`config.mk`:
```
export PLATFORM = sky130hd
export DESIGN_NAME = frame_buf_nslot
export DESIGN_NICKNAME = d
export VERILOG_FILES = /design/src/rtl/fb_pkg.sv /design/src/rtl/fb_slot_alloc.sv /design/src/rtl/frame_buf_nslot.sv
export SDC_FILE = /design/constraint.sdc
export NUM_CORES = 1
export LEC_CHECK = 0
export CAP_MARGIN = 15
export CORE_ASPECT_RATIO = 0.6
export CORE_MARGIN = 2
export CORE_UTILIZATION = 45
export CTS_CLUSTER_DIAMETER = 40
export DETAILED_ROUTE_END_ITERATION = 10
export GPL_ROUTABILITY_DRIVEN = 0
export GPL_TIMING_DRIVEN = 0
export PLACE_DENSITY = 0.78
export SLEW_MARGIN = 5
export SYNTH_ARGS = -nofsm -noshare
export SYNTH_HDL_FRONTEND = slang
export SYNTH_SLANG_ARGS = --single-unit
```
`constraint.sdc`:
```
create_clock -name wr_clk -period 4.3 [get_ports wr_clk]
set_input_delay 0.86 -clock wr_clk [delete_from_list [all_inputs] [get_ports wr_clk]]
set_output_delay 0.86 -clock wr_clk [all_outputs]
set_load 0.02 [all_outputs]
```
`src/rtl/fb_pkg.sv`:
```
// Shared encodings and elaboration-time helpers for the N-slot frame buffer controller.
package fb_pkg;

   typedef enum logic [1:0] {
      W_IDLE = 2'd0,
      W_FILL = 2'd1,
      W_WAIT = 2'd2
   } wr_state_t;

   typedef enum logic [0:0] {
      R_IDLE = 1'b0,
      R_READ = 1'b1
   } rd_state_t;

   function automatic int slot_w(input int nbufs);
      return (nbufs <= 2) ? 1 : $clog2(nbufs);
   endfunction

   function automatic int cnt_w(input int size);
      return $clog2(size + 1);
   endfunction

   // Only ever called with constants, so the multiply folds away at elaboration.
   function automatic longint slot_base(input int base, input int size, input int s);
      return longint'(base) + (longint'(s) * longint'(size));
   endfunction

endpackage

```
`src/rtl/fb_slot_alloc.sv`:
```
// Combinational next-slot picker: first free slot scanning forward from the
// slot just written, skipping the reader's held slot and a slot being claimed.
module fb_slot_alloc
   import fb_pkg::*;
#(
   parameter int NUM_BUFS = 3,
   localparam int SLOT_W  = slot_w(NUM_BUFS)
)(
   input  logic [SLOT_W-1:0] i_wr_slot,
   input  logic [SLOT_W-1:0] i_rd_slot,
   input  logic              i_rd_busy,
   input  logic              i_claim,
   input  logic [SLOT_W-1:0] i_latest,
   output logic [SLOT_W-1:0] o_next,
   output logic              o_found
);

   logic [SLOT_W:0]   w_raw;
   logic [SLOT_W:0]   w_sum;
   logic [SLOT_W-1:0] w_cand;
   logic              w_ok;

   // Descending scan so the nearest acceptable candidate is the one that sticks.
   always_comb begin
      o_next  = i_wr_slot;
      o_found = 1'b0;
      w_raw   = '0;
      w_sum   = '0;
      w_cand  = '0;
      w_ok    = 1'b0;
      for (int k = NUM_BUFS - 1; k >= 1; k--) begin
         w_raw   = {1'b0, i_wr_slot} + (SLOT_W+1)'(k);
         w_sum   = (w_raw >= (SLOT_W+1)'(NUM_BUFS)) ? (w_raw - (SLOT_W+1)'(NUM_BUFS)) : w_raw;
         w_cand  = w_sum[SLOT_W-1:0];
         w_ok    = !((i_rd_busy && (w_cand == i_rd_slot)) || (i_claim && (w_cand == i_latest)));
         o_next  = w_ok ? w_cand : o_next;
         o_found = o_found | w_ok;
      end
   end

endmodule

```
`src/rtl/frame_buf_nslot.sv`:
```
// N-slot frame buffer address controller: round-robin writer, latest-frame reader.
// Optional frame statistics (drop/repeat counters) enabled by defining FB_STATS_EN.
module frame_buf_nslot
   import fb_pkg::*;
#(
   parameter int ADDR_WIDTH = 29,
   parameter int BASE_ADDR  = 2,
   parameter int BUF_SIZE   = 230400,
   parameter int NUM_BUFS   = 3,
   localparam int SLOT_W    = slot_w(NUM_BUFS)
)(
   input  logic                  wr_clk,
   input  logic                  reset,
   input  logic                  i_wr_req,
   input  logic                  i_wr_rdy,
   input  logic                  i_rd_req,
   input  logic                  i_rd_rdy,
   output logic                  o_wr_en,
   output logic [ADDR_WIDTH-1:0] o_wr_addr,
   output logic [SLOT_W-1:0]     o_wr_slot,
   output logic                  o_wr_frame_done,
   output logic                  o_rd_en,
   output logic [ADDR_WIDTH-1:0] o_rd_addr,
   output logic [SLOT_W-1:0]     o_rd_slot,
   output logic                  o_rd_frame_done,
   output logic                  o_frame_vld
`ifdef FB_STATS_EN
   ,
   output logic [15:0]           o_drop_cnt,
   output logic [15:0]           o_repeat_cnt
`endif
);

   localparam int CNT_W = cnt_w(BUF_SIZE);
   localparam int NTAB  = 2 ** SLOT_W;

   wr_state_t             r_wst;
   rd_state_t             r_rst;
   logic [SLOT_W-1:0]     r_wr_slot;
   logic [SLOT_W-1:0]     r_rd_slot;
   logic [SLOT_W-1:0]     r_latest;
   logic [ADDR_WIDTH-1:0] r_wr_addr;
   logic [ADDR_WIDTH-1:0] r_rd_addr;
   logic [CNT_W-1:0]      r_wr_cnt;
   logic [CNT_W-1:0]      r_rd_cnt;
   logic                  r_wr_done;
   logic                  r_rd_done;
   logic                  r_frame_vld;

   logic [ADDR_WIDTH-1:0] w_base [NTAB];
   logic                  w_wr_beat;
   logic                  w_rd_beat;
   logic                  w_wr_last;
   logic                  w_rd_last;
   logic                  w_claim;
   logic                  w_rd_busy;
   logic [SLOT_W-1:0]     w_next;
   logic                  w_found;

   // Constant slot base table; unused encodings alias slot 0.
   for (genvar g = 0; g < NTAB; g++) begin : g_base
      assign w_base[g] = ADDR_WIDTH'(slot_base(BASE_ADDR, BUF_SIZE, (g < NUM_BUFS) ? g : 0));
   end

   assign o_wr_en   = (r_wst == W_FILL) && i_wr_req;
   assign o_rd_en   = (r_rst == R_READ) && i_rd_req;
   assign w_wr_beat = o_wr_en && i_wr_rdy;
   assign w_rd_beat = o_rd_en && i_rd_rdy;
   assign w_wr_last = w_wr_beat && (r_wr_cnt == CNT_W'(BUF_SIZE - 1));
   assign w_rd_last = w_rd_beat && (r_rd_cnt == CNT_W'(BUF_SIZE - 1));
   assign w_claim   = (r_rst == R_IDLE) && i_rd_req && r_frame_vld;
   assign w_rd_busy = (r_rst == R_READ);

   fb_slot_alloc #(
      .NUM_BUFS (NUM_BUFS)
   ) u_alloc (
      .i_wr_slot (r_wr_slot),
      .i_rd_slot (r_rd_slot),
      .i_rd_busy (w_rd_busy),
      .i_claim   (w_claim),
      .i_latest  (r_latest),
      .o_next    (w_next),
      .o_found   (w_found)
   );

   // Writer FSM: fill, publish, move to a free slot or wait for the reader.
   always_ff @(posedge wr_clk) begin
      if (reset) begin
         r_wst       <= W_IDLE;
         r_wr_slot   <= '0;
         r_wr_addr   <= ADDR_WIDTH'(BASE_ADDR);
         r_wr_cnt    <= '0;
         r_wr_done   <= 1'b0;
         r_latest    <= '0;
         r_frame_vld <= 1'b0;
      end else begin
         r_wr_done <= 1'b0;
         case (r_wst)
            W_IDLE: begin
               if (i_wr_req) r_wst <= W_FILL;
            end
            W_FILL: begin
               if (w_wr_last) begin
                  r_wr_done   <= 1'b1;
                  r_latest    <= r_wr_slot;
                  r_frame_vld <= 1'b1;
                  r_wr_cnt    <= '0;
                  if (w_found) begin
                     r_wr_slot <= w_next;
                     r_wr_addr <= w_base[w_next];
                  end else begin
                     r_wst <= W_WAIT;
                  end
               end else if (w_wr_beat) begin
                  r_wr_cnt  <= r_wr_cnt + CNT_W'(1);
                  r_wr_addr <= r_wr_addr + ADDR_WIDTH'(1);
               end
            end
            W_WAIT: begin
               if (w_found) begin
                  r_wst     <= W_FILL;
                  r_wr_slot <= w_next;
                  r_wr_addr <= w_base[w_next];
               end
            end
            default: r_wst <= W_IDLE;
         endcase
      end
   end

   // Reader FSM: claim the registered latest frame, stream it, release.
   always_ff @(posedge wr_clk) begin
      if (reset) begin
         r_rst     <= R_IDLE;
         r_rd_slot <= '0;
         r_rd_addr <= ADDR_WIDTH'(BASE_ADDR);
         r_rd_cnt  <= '0;
         r_rd_done <= 1'b0;
      end else begin
         r_rd_done <= 1'b0;
         case (r_rst)
            R_IDLE: begin
               if (w_claim) begin
                  r_rst     <= R_READ;
                  r_rd_slot <= r_latest;
                  r_rd_addr <= w_base[r_latest];
                  r_rd_cnt  <= '0;
               end
            end
            R_READ: begin
               if (w_rd_last) begin
                  r_rd_done <= 1'b1;
                  r_rst     <= R_IDLE;
                  r_rd_cnt  <= '0;
               end else if (w_rd_beat) begin
                  r_rd_cnt  <= r_rd_cnt + CNT_W'(1);
                  r_rd_addr <= r_rd_addr + ADDR_WIDTH'(1);
               end
            end
            default: r_rst <= R_IDLE;
         endcase
      end
   end

   assign o_wr_addr       = r_wr_addr;
   assign o_wr_slot       = r_wr_slot;
   assign o_wr_frame_done = r_wr_done;
   assign o_rd_addr       = r_rd_addr;
   assign o_rd_slot       = r_rd_slot;
   assign o_rd_frame_done = r_rd_done;
   assign o_frame_vld     = r_frame_vld;

`ifdef FB_STATS_EN
   logic        r_latest_read;
   logic [15:0] r_drop_cnt;
   logic [15:0] r_repeat_cnt;

   // A same-cycle claim takes the old latest, so that frame counts as read, not dropped.
   always_ff @(posedge wr_clk) begin
      if (reset) begin
         r_latest_read <= 1'b0;
         r_drop_cnt    <= 16'd0;
         r_repeat_cnt  <= 16'd0;
      end else begin
         if (w_wr_last) begin
            r_latest_read <= 1'b0;
         end else if (w_claim) begin
            r_latest_read <= 1'b1;
         end
         if (w_wr_last && r_frame_vld && !r_latest_read && !w_claim && (r_drop_cnt != 16'hFFFF)) begin
            r_drop_cnt <= r_drop_cnt + 16'd1;
         end
         if (w_claim && r_latest_read && (r_repeat_cnt != 16'hFFFF)) begin
            r_repeat_cnt <= r_repeat_cnt + 16'd1;
         end
      end
   end

   assign o_drop_cnt   = r_drop_cnt;
   assign o_repeat_cnt = r_repeat_cnt;
`endif

endmodule
```
* Word level (Yosys, flattened, before mapping)
Cells that the tools add are included.
Cells by class: $add $sub $neg 8, $lt $le $gt $ge 4, equality and inequality tests 17, muxes and demuxes 37, bitwise gates (word level) 5, reductions and logical operators 29
Operator list (number):
- two-way mux 29 bit | 10
- binary-select mux 29 bit (select 2 bit) | 2
- case mux 29 bit (2 select lines) | 2
- two-way mux 18 bit | 5
- adder 29 x 1 -> 29 bit (second input constant) | 2
- adder 18 x 1 -> 18 bit (second input constant) | 2
- == test 18 bit (second input constant) | 2
- case mux 18 bit (2 select lines) | 1
- two-way mux 2 bit | 10
- logical AND 1 bit | 12
- AND reduction 2 bit | 6
- == test 2 bit | 4
- inequality test 2 bit (second input constant) | 4
- >= comparator 3 x 2 -> 1 bit (second input constant) | 2
- >= comparator 3 bit (second input constant) | 2
- inequality test 2 x 1 -> 1 bit (second input constant) | 3
- inverter 2 -> 3 bit | 2
- case mux 2 bit (3 select lines) | 1
- two-way mux 1 bit | 4
- case mux 2 bit (2 select lines) | 1
- AND reduction 4 bit | 1
- nonzero test 2 bit | 2
- OR reduction 2 bit | 2
- subtractor 2 bit (second input constant) | 2
- other kinds (13) | 16
Word-level totals: register bits 106, bits of input ports 6, output and inout port bits 67, logic and storage cells 112

* Logic depth before layout (Yosys ltp)
word-level depth 15, depth in mapped cells 13

* Modules after synthesis
Synthesis repeated with hierarchy kept, for this count alone.
Unflattened totals: cells, all modules 709, area, all modules 5736.8 um^2
Modules (own cells, without submodules):
- frame_buf_nslot | times used 1, cells each 678, area each 5511.5 um^2, sequential area each 2122.0 um^2
- fb_slot_alloc | times used 1, cells each 31, area each 225.2 um^2, sequential area each 0.0 um^2

* Least setup slack after synthesis
Ideal clock, no wire load.
kind register -> register, from register r_wr_slot[0], in the netlist o_wr_slot[0], to register r_wr_addr[10], in the netlist o_wr_addr[10], arrival 2.330 ns, data required time 4.156 ns, slack 1.826 ns, stages on the path, launching flop included 13, cells stage by stage dfxtp_1 -> inv_1 -> ha_1 -> clkbuf_1 -> xnor2_1 -> nand3_1 -> nand2_1 -> nand2_1 -> a31oi_1 -> inv_1 -> ha_1 -> o31ai_1 -> a311oi_1
Between the ends: word-level cells in the longest chain between the ends 15
Ends and longest elaborated chain:
- start: declaration | RTL line frame_buf_nslot.sv:39 | logic [SLOT_W-1:0] r_wr_slot;
- start signal: assignment | RTL line frame_buf_nslot.sv:109 | r_wr_slot <= w_next;
- start signal: assignment | RTL line frame_buf_nslot.sv:122 | r_wr_slot <= w_next;
- adder 2 x 2 -> 3 bit | RTL line fb_slot_alloc.sv:32 | w_raw = {1'b0, i_wr_slot} + (SLOT_W+1)'(k);
- >= comparator 3 x 2 -> 1 bit / subtractor 2 bit (equally long branches) | RTL line fb_slot_alloc.sv:33 | w_sum = (w_raw >= (SLOT_W+1)'(NUM_BUFS)) ? (w_raw - (SLOT_W+1)'(NUM_BUFS)) : w_raw;
- two-way mux 2 bit | RTL line fb_slot_alloc.sv:33
- == test 2 bit | RTL line fb_slot_alloc.sv:35 | w_ok = !((i_rd_busy && (w_cand == i_rd_slot)) || (i_claim && (w_cand == i_latest)));
- logical AND 1 bit | RTL line fb_slot_alloc.sv:35
- logical OR 1 bit | RTL line fb_slot_alloc.sv:35
- two-way mux 2 bit | RTL line fb_slot_alloc.sv:36 | o_next = w_ok ? w_cand : o_next;
- two-way mux 2 bit (*) | RTL line fb_slot_alloc.sv:36
- via u_alloc.o_next[1] | RTL line fb_slot_alloc.sv:14 | output logic [SLOT_W-1:0] o_next,
- inverter 2 -> 3 bit (implied by the code) (*) | RTL line frame_buf_nslot.sv:110, frame_buf_nslot.sv:123
- binary-select mux 29 bit (select 2 bit) (*) | RTL line frame_buf_nslot.sv:110, frame_buf_nslot.sv:123
- two-way mux 29 bit (implied by the code) (*) (2 in a row) | RTL line frame_buf_nslot.sv:110, frame_buf_nslot.sv:123
- two-way mux 29 bit (*) | RTL line frame_buf_nslot.sv:108, frame_buf_nslot.sv:120
- two-way mux 29 bit | RTL line frame_buf_nslot.sv:103 | if (w_wr_last) begin
- case mux 29 bit (2 select lines) (*) | RTL line frame_buf_nslot.sv:98 | case (r_wst)
- end signal: assignment | RTL line frame_buf_nslot.sv:110 | r_wr_addr <= w_base[w_next];
- end signal: assignment | RTL line frame_buf_nslot.sv:116 | r_wr_addr <= r_wr_addr + ADDR_WIDTH'(1);
- end signal: assignment | RTL line frame_buf_nslot.sv:123 | r_wr_addr <= w_base[w_next];
- end: declaration | RTL line frame_buf_nslot.sv:42 | logic [ADDR_WIDTH-1:0] r_wr_addr;
Mark *: on every way through the listed nets, which the timed path passes. The rest lies on a longest branch. The select of a mux whose other input is x is not followed. A chain may end at the register's enable or synchronous reset.

* Worst setup path in the final report
from input port i_wr_req, to register r_wr_addr[21], in the netlist o_wr_addr[21]
Between the ends: word-level cells in the longest chain between the ends 5
Ends and longest elaborated chain:
- start: declaration | RTL line frame_buf_nslot.sv:14 | input logic i_wr_req,
- logical AND 1 bit (*) | RTL line frame_buf_nslot.sv:65 | assign o_wr_en = (r_wst == W_FILL) && i_wr_req;
- logical AND 1 bit (*) | RTL line frame_buf_nslot.sv:67 | assign w_wr_beat = o_wr_en && i_wr_rdy;
- logical AND 1 bit | RTL line frame_buf_nslot.sv:69 | assign w_wr_last = w_wr_beat && (r_wr_cnt == CNT_W'(BUF_SIZE - 1));
- two-way mux 29 bit / inequality test 3 bit (equally long branches)
- case mux 29 bit (2 select lines) / AND reduction 2 bit (equally long branches)
Mark *: on every way between the ends. The rest lies on a longest branch, timed or not.

==> metrics.txt <==
status completed; Die Area 13000 sq um; row count 30; Fmax just over 0.3 GHz; Crit-path slowest cell clkbuf_1; Ant. Diodes 0; worst-path maximum fanout 10; syn_nets roughly 670; FF+latch area roughly 2100 sq um; Die Y about 90 microns; first-pass GRT wire length approximately 24000 microns; nets@finish about 750; root buf cell clkbuf_16; I/O Pins 73; share of cells above drive strength 1 0.0701; largest net degree at the start of global routing 17; worst path cell trace clkdlybuf4s50_1 > nand4b_1 > nor4_2 > a31o_2 > nor2_1 > clkbuf_1 > a31oi_1 > a311oi_1; pwr/cell area around 280 nW/um^2; area grow syn2layout 22.3%; CTS tree yes; global route overflow 0; Die X approximately 150 microns; drt initial violations around 570; Tmin final around 3300 ps; vias in the first global route a little under 5000; clock slew at reported path FFs 70 ps; Synth Register Bits between 100 and 150; Setup TNS 0 ps; multi-input combinational cell area slightly above 3000 sq um; period utilisation layout 0.758; Final Instance Count excl. Fillers roughly 900; Post-DRT Antenna Nets 0; Max H-tree Level 3; CP max stage delay ~500 ps; most frequent cells in the layout dfxtp_1 (106), nor2_1 (83), nand2_1 (72), clkdlybuf4s50_1 (71), nand3_1 (40); worst min path class reg2reg; Startpoint Class input pin; unrepaired setup endpoints after global routing no; crit-path leading delay family buffers and inverters; Starting Density 0.470; fill cell count slightly above 1000; Place WS roughly 840 ps; Setup Viol. Count Final 0; DPL Wire Length 11200 microns; Max clock buf depth 2; number of remaining DRC errors 0; worst vdd ir approximately 0.21 mV; CTS Buf Count 9; via count 5369; commonest non-fill, non-tap cell in the layout dfxtp_1; top_reg_cell synth dfxtp_1; core area 11500 sq um; Port Buffers slightly above 70; Post-synth EDFFs 0; buffer count from post-CTS setup fixing 0; Pre-Repair DR Iteration Count 8; leak pwr 2.21 nW; clk_lat worst skew about 350 ps; crit path DAT around 3500 ps; maxcap violations 0; endpoint type of the worst setup path flop; Post-Syn Area per Cell approximately 8.3 sq um; Yosys warnings 0; Hold Buf Count CTS 0; ys async rst share 0; DP Cell Count about 890; total global routing track utilization 0.234; post-synth cell types between 60 and 70; hold slack final 479 ps; wire per inst about 17 microns; Worst slew margin 0.342; critical path class in2reg; post-route setup slack approximately 1000 ps; DRT Wirelength 15300 microns; initial antenna violation count 0; Req. time, crit path about 4500 ps; Least-Margin Pin Slew about 980 ps; Final Hold Fails 0; Mapped Cells 655; CTS resizes 0; Pins Over Slew Limit 0; Layout Skew between 10 and 15 ps; mapped cell area 5420 sq um; Bufs and invs on worst path 2; CTS Sinks 106; vias per std cell just under 6; sequential element share of the synthesized area 0.391
-- cell families (layout without fill, tap and decap cells) --
kind of cell / Yosys count / in the layout / synth area share
adder cells (fa/ha/maj): 10 / 10 / 0.0231
buffers and inverters: 48 / 135 / 0.0459
AND/OR/NAND/NOR: 314 / 314 / 0.290
flip-flops: 106 / 106 / 0.391
XOR/XNOR: 59 / 59 / 0.0953
AO/OA/AOI/OAI: 118 / 118 / 0.154
-- power by group --
group	internal, mW	total (mW)	switching [mW]
sequential	0.982	0.985	0.00220
combinational	0.0191	0.0607	0.0416
clock	0.468	0.839	0.370
-- worst paths after layout --
check                                 start                         end  slack [ps]  cells past startpoint
setup / recovery                   i_wr_req  o_wr_addr[21]$_SDFFE_PP0P_        1040                      8
hold / removal     r_wr_cnt[1]$_SDFFE_PP0P_    r_wr_cnt[1]$_SDFFE_PP0P_         480                      2
setup reg to reg  o_wr_slot[0]$_SDFFE_PP0P_  o_wr_addr[10]$_SDFFE_PP0P_        1540                     12
hold reg to reg    r_wr_cnt[1]$_SDFFE_PP0P_    r_wr_cnt[1]$_SDFFE_PP0P_         480                      2
-- worst reg2reg max path, delay by kind of cell (launching register included) --
| kind | cells | cell delay [ps] |
|---|---|---|
| buffers and inverters | 3 | 480 |
| AND/OR/NAND/NOR | 3 | 390 |
| XOR/XNOR | 1 | 110 |
| flip-flops | 1 | 410 |
| adder cells (fa/ha/maj) | 2 | 460 |
| AO/OA/AOI/OAI | 3 | 750 |
-- layout make-up --
| class | instances | area share |
|---|---|---|
| Inverter | 18 | 0.0102 |
| Clock buffer | 12 | 0.0372 |
| Clock inverter | 4 | 0.00774 |
| Multi-Input combinational cell | 501 | 0.460 |
| Timing Repair Buffer | 71 | 0.107 |
| Buffer | 30 | 0.0274 |
| Sequential cell | 106 | 0.320 |
| Tap cell | 160 | 0.0302 |
-- layer usage --
layer  share of wire  wire length, microns  global-route usage  up-vias
met5               0                     0                   0        -
met2            0.43                  6510               0.349      254
li1                -                     -                   -     2514
met3           0.087                  1340              0.0663       29
met4           0.013                   204              0.0633        0
met1            0.47                  7250               0.332     2572
-- registers in the layout, indices dropped and copies added (netlist names) --
signal,count
o_rd_addr,29
o_frame_vld,1
r_rst,1
r_rd_cnt,18
o_rd_slot,2
o_wr_slot,2
o_wr_frame_done,1
r_latest,2
o_wr_addr,29
r_wr_cnt,18
r_wst,2
o_rd_frame_done,1
-- per-stage QoR --
stage | utilization | instance area, sq um | power (mW)
2_1_floorplan | - | 5420 | 1.04
3_3_place_gp | 0.550 | 6330 | 1.06
3_5_place_dp | 0.550 | 6330 | 1.07
4_1_cts | 0.575 | 6630 | 1.89
5_1_grt | 0.575 | 6630 | 1.94
6_report | 0.575 | 6630 | 1.88
-- Yosys cell counts (all sizes together) (2+ instances only) --
master   number  area, sq um
a41oi         3         26.3
dfxtp       106         2120
and3b         2         17.5
or3          10         67.6
and4          9         78.8
a21oi        36          180
o22ai         2         12.5
nand4        19          119
or4           4         33.8
inv          18         67.6
o2bb2ai       2         36.3
or4b          2         20.0
clkbuf       15         56.3
a31oi         9         56.3
and2          5         31.3
o21ai        22          114
o31ai         2         28.8
nor3         30          150
and3         15         96.3
a311oi       17          149
xor2         21          184
buf          15          125
nand3        40          200
nand2b        2         15.0
a22oi         3         27.5
nor4          9         62.6
a211oi        5         37.5
nor3b         2         20.0
nor2         84          318
nand2        72          270
a31o          5         43.8
ha           10          125
xnor2        38          333
or2           2         15.0
a21o          4         30.0
nor2b         3         18.8
No activity file was read; power rests on OpenSTA's default activity.
